File: src/rtl/ramp_pkg.sv
// ---------------------------------------------------------------------------
// ramp_pkg
// Shared definitions for the ramp sequencer: step-code values, the
// step-size lookup, the default ramp limits and the sequencer state type.
// ---------------------------------------------------------------------------
package ramp_pkg;

    localparam int unsigned RAMP_CNT_W   = 12;
    localparam int unsigned RAMP_DIV_W   = 16;
    localparam int unsigned RAMP_MAX_VAL = 4095;

    // Step codes understood by the ramp datapath
    localparam logic [1:0] Y_ZERO    = 2'b00;
    localparam logic [1:0] Y_ONE     = 2'b01;
    localparam logic [1:0] Y_SIXTEEN = 2'b10;
    localparam logic [1:0] Y_BIG     = 2'b11;

    typedef enum logic [2:0] {
        IDLE,
        ARM,
        RUN,
        WRAP,
        DONE
    } state_t;

    // Increment the ramp applies on one delta strobe for a given step code
    function automatic logic [RAMP_CNT_W-1:0] step_of(input logic [1:0] code);
        logic [RAMP_CNT_W-1:0] step;
        case (code)
            Y_ZERO:    step = 12'd0;
            Y_ONE:     step = 12'd1;
            Y_SIXTEEN: step = 12'd16;
            Y_BIG:     step = 12'd1290;
            default:   step = 12'd0;
        endcase
        return step;
    endfunction

endpackage

File: src/rtl/ramp_prescaler.sv
// ---------------------------------------------------------------------------
// ramp_prescaler
// Rate divider for the ramp sequencer. The counter holds the position of
// the *upcoming* RUN cycle inside the div+1 period, so tick is known one
// cycle ahead and the sequencer can register delta for the tick cycle.
// Ports:
//   clk   in  1      clock
//   rst   in  1      asynchronous active-high reset
//   run   in  1      next cycle is a RUN cycle (0 clears the count)
//   div   in  DIV_W  period minus 1
//   tick  out 1      upcoming RUN cycle is a tick cycle
// ---------------------------------------------------------------------------
module ramp_prescaler #(
    parameter int unsigned DIV_W = 16
) (
    input  logic             clk,
    input  logic             rst,
    input  logic             run,
    input  logic [DIV_W-1:0] div,
    output logic             tick
);

    logic [DIV_W-1:0] cnt_reg;

    assign tick = (cnt_reg == div);

    always_ff @(posedge clk or posedge rst) begin
        if (rst) begin
            cnt_reg <= '0;
        end else if (!run || tick) begin
            cnt_reg <= '0;
        end else begin
            cnt_reg <= cnt_reg + DIV_W'(1);
        end
    end

endmodule

File: src/rtl/ramp_sequencer.sv
// ---------------------------------------------------------------------------
// ramp_sequencer
// Drives the pattern ramp: enable, one-cycle step strobe and step code,
// generated at a programmable rate from a configuration latched on start.
// A shadow of the ramp level decides when the next step would exceed
// MAX_VAL; the run then ends (single-shot) or restarts from 0 (continuous).
// Ports:
//   clk, rst         clock, asynchronous active-high reset
//   start, stop      run request / abort (stop has priority)
//   y_sel, div, cont configuration, latched on an accepted start
//   ramp_enb         ramp enable (0 clears the ramp)
//   delta, y         step strobe and latched step code
//   level            ramp level including the step strobed this cycle
//   busy             high in ARM, RUN, WRAP
//   done, wrap       one-cycle completion / restart pulses
// All outputs are registered.
// ---------------------------------------------------------------------------
module ramp_sequencer
    import ramp_pkg::*;
#(
    parameter int unsigned CNT_W   = RAMP_CNT_W,
    parameter int unsigned MAX_VAL = RAMP_MAX_VAL,
    parameter int unsigned DIV_W   = RAMP_DIV_W
) (
    input  logic             clk,
    input  logic             rst,
    input  logic             start,
    input  logic             stop,
    input  logic [1:0]       y_sel,
    input  logic [DIV_W-1:0] div,
    input  logic             cont,
    output logic             ramp_enb,
    output logic             delta,
    output logic [1:0]       y,
    output logic [CNT_W-1:0] level,
    output logic             busy,
    output logic             done,
    output logic             wrap
);

    state_t           state_reg;
    logic [1:0]       y_reg;
    logic [DIV_W-1:0] div_reg;
    logic             cont_reg;
    logic [CNT_W-1:0] level_reg;
    logic             ramp_enb_reg;
    logic             delta_reg;
    logic             busy_reg;
    logic             done_reg;
    logic             wrap_reg;

    logic             tick;
    logic             run_next;
    logic             ovf;
    logic [CNT_W:0]   sum;

    // The prescaler must know whether the next cycle is a RUN cycle so its
    // look-ahead count is only consumed by real RUN cycles.
    always_comb begin
        sum      = {1'b0, level_reg} + (CNT_W+1)'(step_of(y_reg));
        ovf      = (sum > (CNT_W+1)'(MAX_VAL));
        run_next = 1'b0;
        if (!stop) begin
            case (state_reg)
                ARM, RUN, WRAP: run_next = !(tick && ovf);
                default:        run_next = 1'b0;
            endcase
        end
    end

    ramp_prescaler #(
        .DIV_W (DIV_W)
    ) u_prescaler (
        .clk  (clk),
        .rst  (rst),
        .run  (run_next),
        .div  (div_reg),
        .tick (tick)
    );

    always_ff @(posedge clk or posedge rst) begin
        if (rst) begin
            state_reg    <= IDLE;
            y_reg        <= '0;
            div_reg      <= '0;
            cont_reg     <= 1'b0;
            level_reg    <= '0;
            ramp_enb_reg <= 1'b0;
            delta_reg    <= 1'b0;
            busy_reg     <= 1'b0;
            done_reg     <= 1'b0;
            wrap_reg     <= 1'b0;
        end else begin
            delta_reg <= 1'b0;
            done_reg  <= 1'b0;
            wrap_reg  <= 1'b0;
            if (stop) begin
                state_reg    <= IDLE;
                ramp_enb_reg <= 1'b0;
                level_reg    <= '0;
                busy_reg     <= 1'b0;
            end else begin
                case (state_reg)
                    IDLE, DONE: begin
                        if (start) begin
                            y_reg        <= y_sel;
                            div_reg      <= div;
                            cont_reg     <= cont;
                            state_reg    <= ARM;
                            ramp_enb_reg <= 1'b0;
                            level_reg    <= '0;
                            busy_reg     <= 1'b1;
                        end
                    end
                    ARM, RUN, WRAP: begin
                        // Decisions here describe the next cycle, which is
                        // the tick cycle when tick is high.
                        if (tick && ovf) begin
                            if (cont_reg) begin
                                state_reg    <= WRAP;
                                wrap_reg     <= 1'b1;
                                ramp_enb_reg <= 1'b0;
                                level_reg    <= '0;
                                busy_reg     <= 1'b1;
                            end else begin
                                state_reg    <= DONE;
                                done_reg     <= 1'b1;
                                ramp_enb_reg <= 1'b1;
                                busy_reg     <= 1'b0;
                            end
                        end else begin
                            state_reg    <= RUN;
                            ramp_enb_reg <= 1'b1;
                            busy_reg     <= 1'b1;
                            if (tick) begin
                                delta_reg <= 1'b1;
                                level_reg <= sum[CNT_W-1:0];
                            end
                        end
                    end
                    default: state_reg <= IDLE;
                endcase
            end
        end
    end

    assign ramp_enb = ramp_enb_reg;
    assign delta    = delta_reg;
    assign y        = y_reg;
    assign level    = level_reg;
    assign busy     = busy_reg;
    assign done     = done_reg;
    assign wrap     = wrap_reg;

endmodule

File: config.mk
export PLATFORM = sky130hd
export DESIGN_NAME = ramp_sequencer
export DESIGN_NICKNAME = d
export VERILOG_FILES = /design/src/rtl/ramp_pkg.sv /design/src/rtl/ramp_prescaler.sv /design/src/rtl/ramp_sequencer.sv
export SDC_FILE = /design/constraint.sdc
export NUM_CORES = 1
export LEC_CHECK = 0
export BUFFER_PORTS_ARGS = -buffer_cell sky130_fd_sc_hd__buf_2
export CAP_MARGIN = 20
export CORE_ASPECT_RATIO = 1.1
export CORE_UTILIZATION = 40
export DETAILED_ROUTE_END_ITERATION = 8
export GPL_ROUTABILITY_DRIVEN = 0
export HOLD_SLACK_MARGIN = 0.15
export PLACE_DENSITY = 0.68
export SYNTH_ARGS = -nofsm -noshare
export SYNTH_HDL_FRONTEND = slang
export SYNTH_SLANG_ARGS = --single-unit
File: constraint.sdc
create_clock -name clk -period 3.5 [get_ports clk]
set_input_delay 0.7 -clock clk [delete_from_list [all_inputs] [get_ports clk]]
set_output_delay 0.7 -clock clk [all_outputs]
set_load 0.1 [all_outputs]
======== Word level (Yosys, flattened, before mapping) ========
Index checks and enable logic that the tools add are counted.
operators by class
  equal/unequal tests ..................... 11
  muxes and demuxes ....................... 35
  bitwise logic cells ..................... 1
  add/subtract/negate cells ............... 2
  $lt $le $gt $ge ......................... 1
  reductions and logical operators ........ 12
operator list
  kind                                                                                number
  12-bit two-way mux                                                                  5
  12-bit case mux with 4 select lines                                                 1
  12-bit case mux with 2 select lines                                                 1
  1-bit two-way mux                                                                   20
  16-bit by 1-bit adder with 16-bit output (second input constant)                    1
  16-bit equality test                                                                1
  16-bit two-way mux                                                                  1
  12-bit by 12-bit adder with 13-bit output                                           1
  13-bit by 12-bit greater-than comparator with 1-bit output (second input constant)  1
  3-bit two-way mux                                                                   4
  4-bit != test (second input constant)                                               2
  3-bit by 2-bit equality test with 1-bit output (second input constant)              2
  3-bit case mux with 2 select lines                                                  1
  2-bit equality test (second input constant)                                         2
  1-bit case mux with 2 select lines                                                  2
  4-bit AND reduction                                                                 1
  3-bit by 1-bit equality test with 1-bit output (second input constant)              1
  3-bit equality test (second input constant)                                         1
  3-bit zero test                                                                     1
  3-bit != test (second input constant)                                               1
  3-bit AND reduction                                                                 1
  3-bit nonzero test                                                                  1
  3-bit OR reduction                                                                  1
  2-bit by 1-bit equality test with 1-bit output (second input constant)              1
  7 further kinds                                                                     8
storage, ports and cells
  output and inout port bits .............. 19
  register bits after elaboration ......... 55
  input port bits ......................... 23
  logic and storage cells ................. 73

======== Logic depth before layout (Yosys ltp) ========
  word-level depth ........................ 11
  mapped depth ............................ 11
  mapped depth without buffers ............ 9

======== Cells and area by module ========
Synthesis repeated with hierarchy kept, for this count alone.
second synthesis, totals
  cell total of the unflattened synthesis .. 284
  area total of the unflattened synthesis .. 2975.4 um^2
by module, submodules not included
  module          sequential area each (um^2)  area an instance (um^2)  instances  cells an instance
  ramp_sequencer  975.9                        1993.2                   1          184
  ramp_prescaler  400.4                        982.2                    1          100

======== Worst setup path after synthesis ========
Ideal clock, no wire load.
  kind .................................... reg2reg
  start point ............................. register y_reg[0], in the netlist y[0]
  end point ............................... register level_reg[11], in the netlist level[11]
  arrival time ............................ 3107 ps
  path buffers ............................ 2
  period minus slack after synthesis ...... 3189 ps
  cell stages (with the launch flop) ...... 12
  library setup time ...................... 82 ps
  required time ........................... 3418 ps
  slack ................................... 311 ps
  cells stage by stage .................... dfrtp_1 -> buf_6 -> and2_1 -> buf_6 -> xnor2_1 -> ha_1 -> a22o_4 -> a31o_4 -> nor3_4 -> o21ai_2 -> or4_4 -> o211ai_2
between the ends
  word-level cells in the longest chain between the ends .. 8
  elaborated cells on any way between the ends .. 15
  classes of those cells .................. 1 x add/sub; 1 x order compare; 5 x eq/ne; 5 x mux; 3 x reduce/logical
ends and longest elaborated chain
  element                                                     line                   RTL
  start, declared                                             ramp_sequencer.sv:42   logic [1:0] y_reg;
  start signal, assigned                                      ramp_sequencer.sv:106  y_reg <= y_sel;
  2-bit equality test (tied with other cells)                 ramp_pkg.sv:29         case (code)
  12-bit case mux with 4 select lines *                       ramp_pkg.sv:29
  12-bit by 12-bit adder with 13-bit output *                 ramp_sequencer.sv:60   sum = {1'b0, level_reg} + (CNT_W+1)'(step_of(y_reg));
  13-bit by 12-bit greater-than comparator with 1-bit output  ramp_sequencer.sv:61   ovf = (sum > (CNT_W+1)'(MAX_VAL));
  1-bit logical AND                                           ramp_sequencer.sv:118  if (tick && ovf) begin
  12-bit two-way mux                                          ramp_sequencer.sv:118
  12-bit case mux with 2 select lines                         ramp_sequencer.sv:103  case (state_reg)
  12-bit two-way mux                                          ramp_sequencer.sv:97   if (stop) begin
  end signal, assigned                                        ramp_sequencer.sv:137  level_reg <= sum[CNT_W-1:0];
  end, declared                                               ramp_sequencer.sv:45   logic [CNT_W-1:0] level_reg;
Every way passes the cells marked *; elsewhere a longest branch is shown, timed or not. The select of a mux whose other input is x is not followed.
A chain may end at the register's enable or synchronous reset.

======== Worst setup path after layout ========
  start point ............................. register y_reg[1], in the netlist y[1]
  end point ............................... register level_reg[10], in the netlist level[10]
The elaborated chain is that of the path after synthesis.

==> impl_metrics.csv <==
group,metric,value,unit
cells_and_area,syn_to_final_growth,12.7,%
timing,finalMaxSlewViolations,0,
clocking,cts_tree,"yes",
setup_path,critical_path_class,"flop to flop",
global_routing,grt.total_usage,16.3,%
die,die_x,84.9,um
logic_synthesis,yosysSeqAreaShare,45.6,%
logic_synthesis,synthesis.area,0.00302,sq mm
logic_synthesis,synth_edf_count,0,
die,rows,32,
global_routing,antenna_found_initial,0,
power,switching_share,32.9,%
logic_synthesis,synth_top_area_share,45.6,%
placed_design,pre_cts_ws,659,ps
timing,grt_setup_unrepaired,"no",
logic_synthesis,synth_area_per_cell,10.6,sq um
placed_design,dp_hpwl,4.52,mm
timing,hold_violations,0,
timing,tns,0,ps
die,die_h,93.1,um
timing,clock.fmax,346,MHz
logic_synthesis,synth.distinct_cells,57,
logic_synthesis,ys_ff_latch,55,
logic_synthesis,ys_warn_count,0,
clocking,clk_pin_slew,100,ps
clocking,clockBufferDepth,2,
cells_and_area,final_layout_size_suffix_gt1_share,27.9,%
drt,drtPass1Iterations,6,
die,io-pin-count,42,
power,clock_power_share,28.1,%
power,seqPwrFrac,48.1,%
power,p_per_area,462,mW/mm^2
timing,tightestPinTransition,765,ps
cells_and_area,postLayoutCellArea,0.00340,sq mm
clocking,root_buffer,"clkbuf_8",
drt,wirelength,6.12,mm
clocking,cts_buffers,5,
timing,setup_ws,614,ps
run_status,status,"completed",
logic_synthesis,synth_flop_cell,"dfrtp_1",
timing,finalCriticalPeriod,2890,ps
global_routing,grt_pass1_wl,10.3,mm
timing,setup_viol_count_final,0,
die,die-area,0.00790,sq mm
cells_and_area,final_util,47.5,%
setup_path,worst-r2r-cell-count,9,
drt,dr_total_vias,2288,
drt,postRouteAntennaNets,0,
setup_path,ff2ff_setup_slack,610,ps
logic_synthesis,yosysMostFrequentCell,"dfrtp_1",
clocking,worstSkewPairLatency,320,ps
logic_synthesis,synth.largest_area_cell,"dfrtp_1",
die,start_util,42.1,%
placed_design,place_area,0.00329,sq mm
clocking,cts.repair.resized,0,
power,p_int,1.06,mW
job,max_cap_viol_count,0,
clocking,postCtsSetupRepairBufs,0,
cells_and_area,nets,352,
drt,vias_per_cell,5.57,
global_routing,grt-ovfl-total,0,
clocking,htreeDepth,2,
timing,finalClockSkew,11.7,ps
logic_synthesis,synthCells,284,
clocking,cts_sinks,55,
power,irDropWorstVdd,0.190,mV
drt,avgRoutedWirePerCell,14.9,um
global_routing,grt_max_degree,40,
hold_path,hp-class,"input port to asynchronous set/reset pin",
timing,fin_crit_sh,82.5,%
setup_path,r2r-end,"level[10]$_DFFE_PP0P_",
placed_design,io_buffers,41,
power,cellLeakagePower,1.55,nW
power,switchingPower,0.519,mW
power,comb_power_share,23.8,%
logic_synthesis,synth.area.top_cells,"dfrtp_1 (46%), xor2_1 (7.2%), mux2_2 (7.1%), nor2_1 (3.2%), nand3_1 (2.7%)",
timing,worst_slew_margin_rel,48.6,%
setup_path,worst_setup_path_start_kind,"flop",
logic_synthesis,synth_common_cells,"dfrtp_1 (55), nor2_1 (26), xor2_1 (25)",
drt,drcViolationCount,0,
cells_and_area,diodes,0,
setup_path,end_kind,"flop",
setup_path,required,3740,ps
global_routing,grt_pass1_vias,2226,
setup_path,cp_max_fo,11,
clocking,cts-hold-fix-buffers,0,
logic_synthesis,synth_async_sr_flop_share,100,%
die,coreArea,0.00717,sq mm
setup_path,reg2reg_from,"y[1]$_DFFE_PP0P_",
logic_synthesis,syn_nets,311,
setup_path,arrival,3120,ps
timing,hold_ws,335,ps
drt,drt_iter0_drc,96,
==> worst max path at each step <==
stage,startpoint,end,slack (ps),cells past startpoint
CTS,y[0]$_DFFE_PP0P_,level[3]$_DFFE_PP0P_,630,9
global placement,y[1]$_DFFE_PP0P_,level[11]$_DFFE_PP0P_,760,9
detailed placement,y[0]$_DFFE_PP0P_,level[10]$_DFFE_PP0P_,660,9
floorplan,y[0]$_DFFE_PP0P_,level[11]$_DFFE_PP0P_,310,11
global route,y[1]$_DFFE_PP0P_,level[3]$_DFFE_PP0P_,370,9
finish,y[1]$_DFFE_PP0P_,level[10]$_DFFE_PP0P_,610,9
==> worst max-delay path, stage by stage (launching register included) <==
cell      delay (ps)
dfrtp_1          540
and2_1           370
xnor2_1          130
ha_1             250
a22o_4           240
a31o_4           250
o211a_1          280
nor3_2           420
a21oi_1          120
a21boi_0         200
==> power groups by stage <==
stage	registers (mW)	logic [mW]	clock network (mW)
5_1_grt	0.768	0.405	0.475
3_3_place_gp	0.767	0.371	0
6_report	0.757	0.375	0.442
3_5_place_dp	0.772	0.377	0
4_1_cts	0.759	0.379	0.454
2_1_floorplan	0.849	0.229	0
==> routing by layer <==
metal  part of all wire, %  global-route usage (%)  vias to the layer above
li1                      -                       -                     1107
met1                    45                    20.0                     1136
met2                    51                    28.9                       37
met3                   2.3                    2.74                        8
met4                   1.7                    5.93                        0
met5                     0                       0                        -
==> metrics by stage <==
step / power, mW / instances
after floorplan: 1.08 / 284
after global placement: 1.14 / 403
after detailed placement: 1.15 / 403
after CTS: 1.59 / 411
after global routing: 1.65 / 411
final: 1.57 / 411
==> final cells by class <==
type / count / area, sq um
clock inverters: 2 / 35.0
flip-flops and latches: 55 / 1380
repair buffers: 43 / 220
multi-input cells: 213 / 1560
inverters: 7 / 26.3
fillers: 680 / 3760
clock buffers: 6 / 82.6
well taps: 85 / 106
==> cell usage in the layout (no fill, tap or decap), drive strengths merged, types with 7 or more instances in the layout <==
cell / netlist / layout
a21oi: 12 / 12
nand3: 16 / 16
a31oi: 8 / 8
nor2: 26 / 26
xor2: 25 / 25
mux2: 20 / 20
dfrtp: 55 / 55
inv: 7 / 7
nand2: 20 / 20
o21ai: 9 / 9
buf: 5 / 43
==> logic make-up (layout without fill, tap and decap cells) <==
logic type	count (synthesis)	after routing	share of synthesized area (%)
AOI/OAI and AO/OA	54	54	13.3
adders and majority gates	4	4	1.66
DFF	55	55	45.6
xor gates and xnor gates	30	30	8.70
buffers and inverters	16	58	2.86
muxes	22	22	8.12
and+or+nand+nor	103	103	19.8
(Power assumes the default switching activity.)
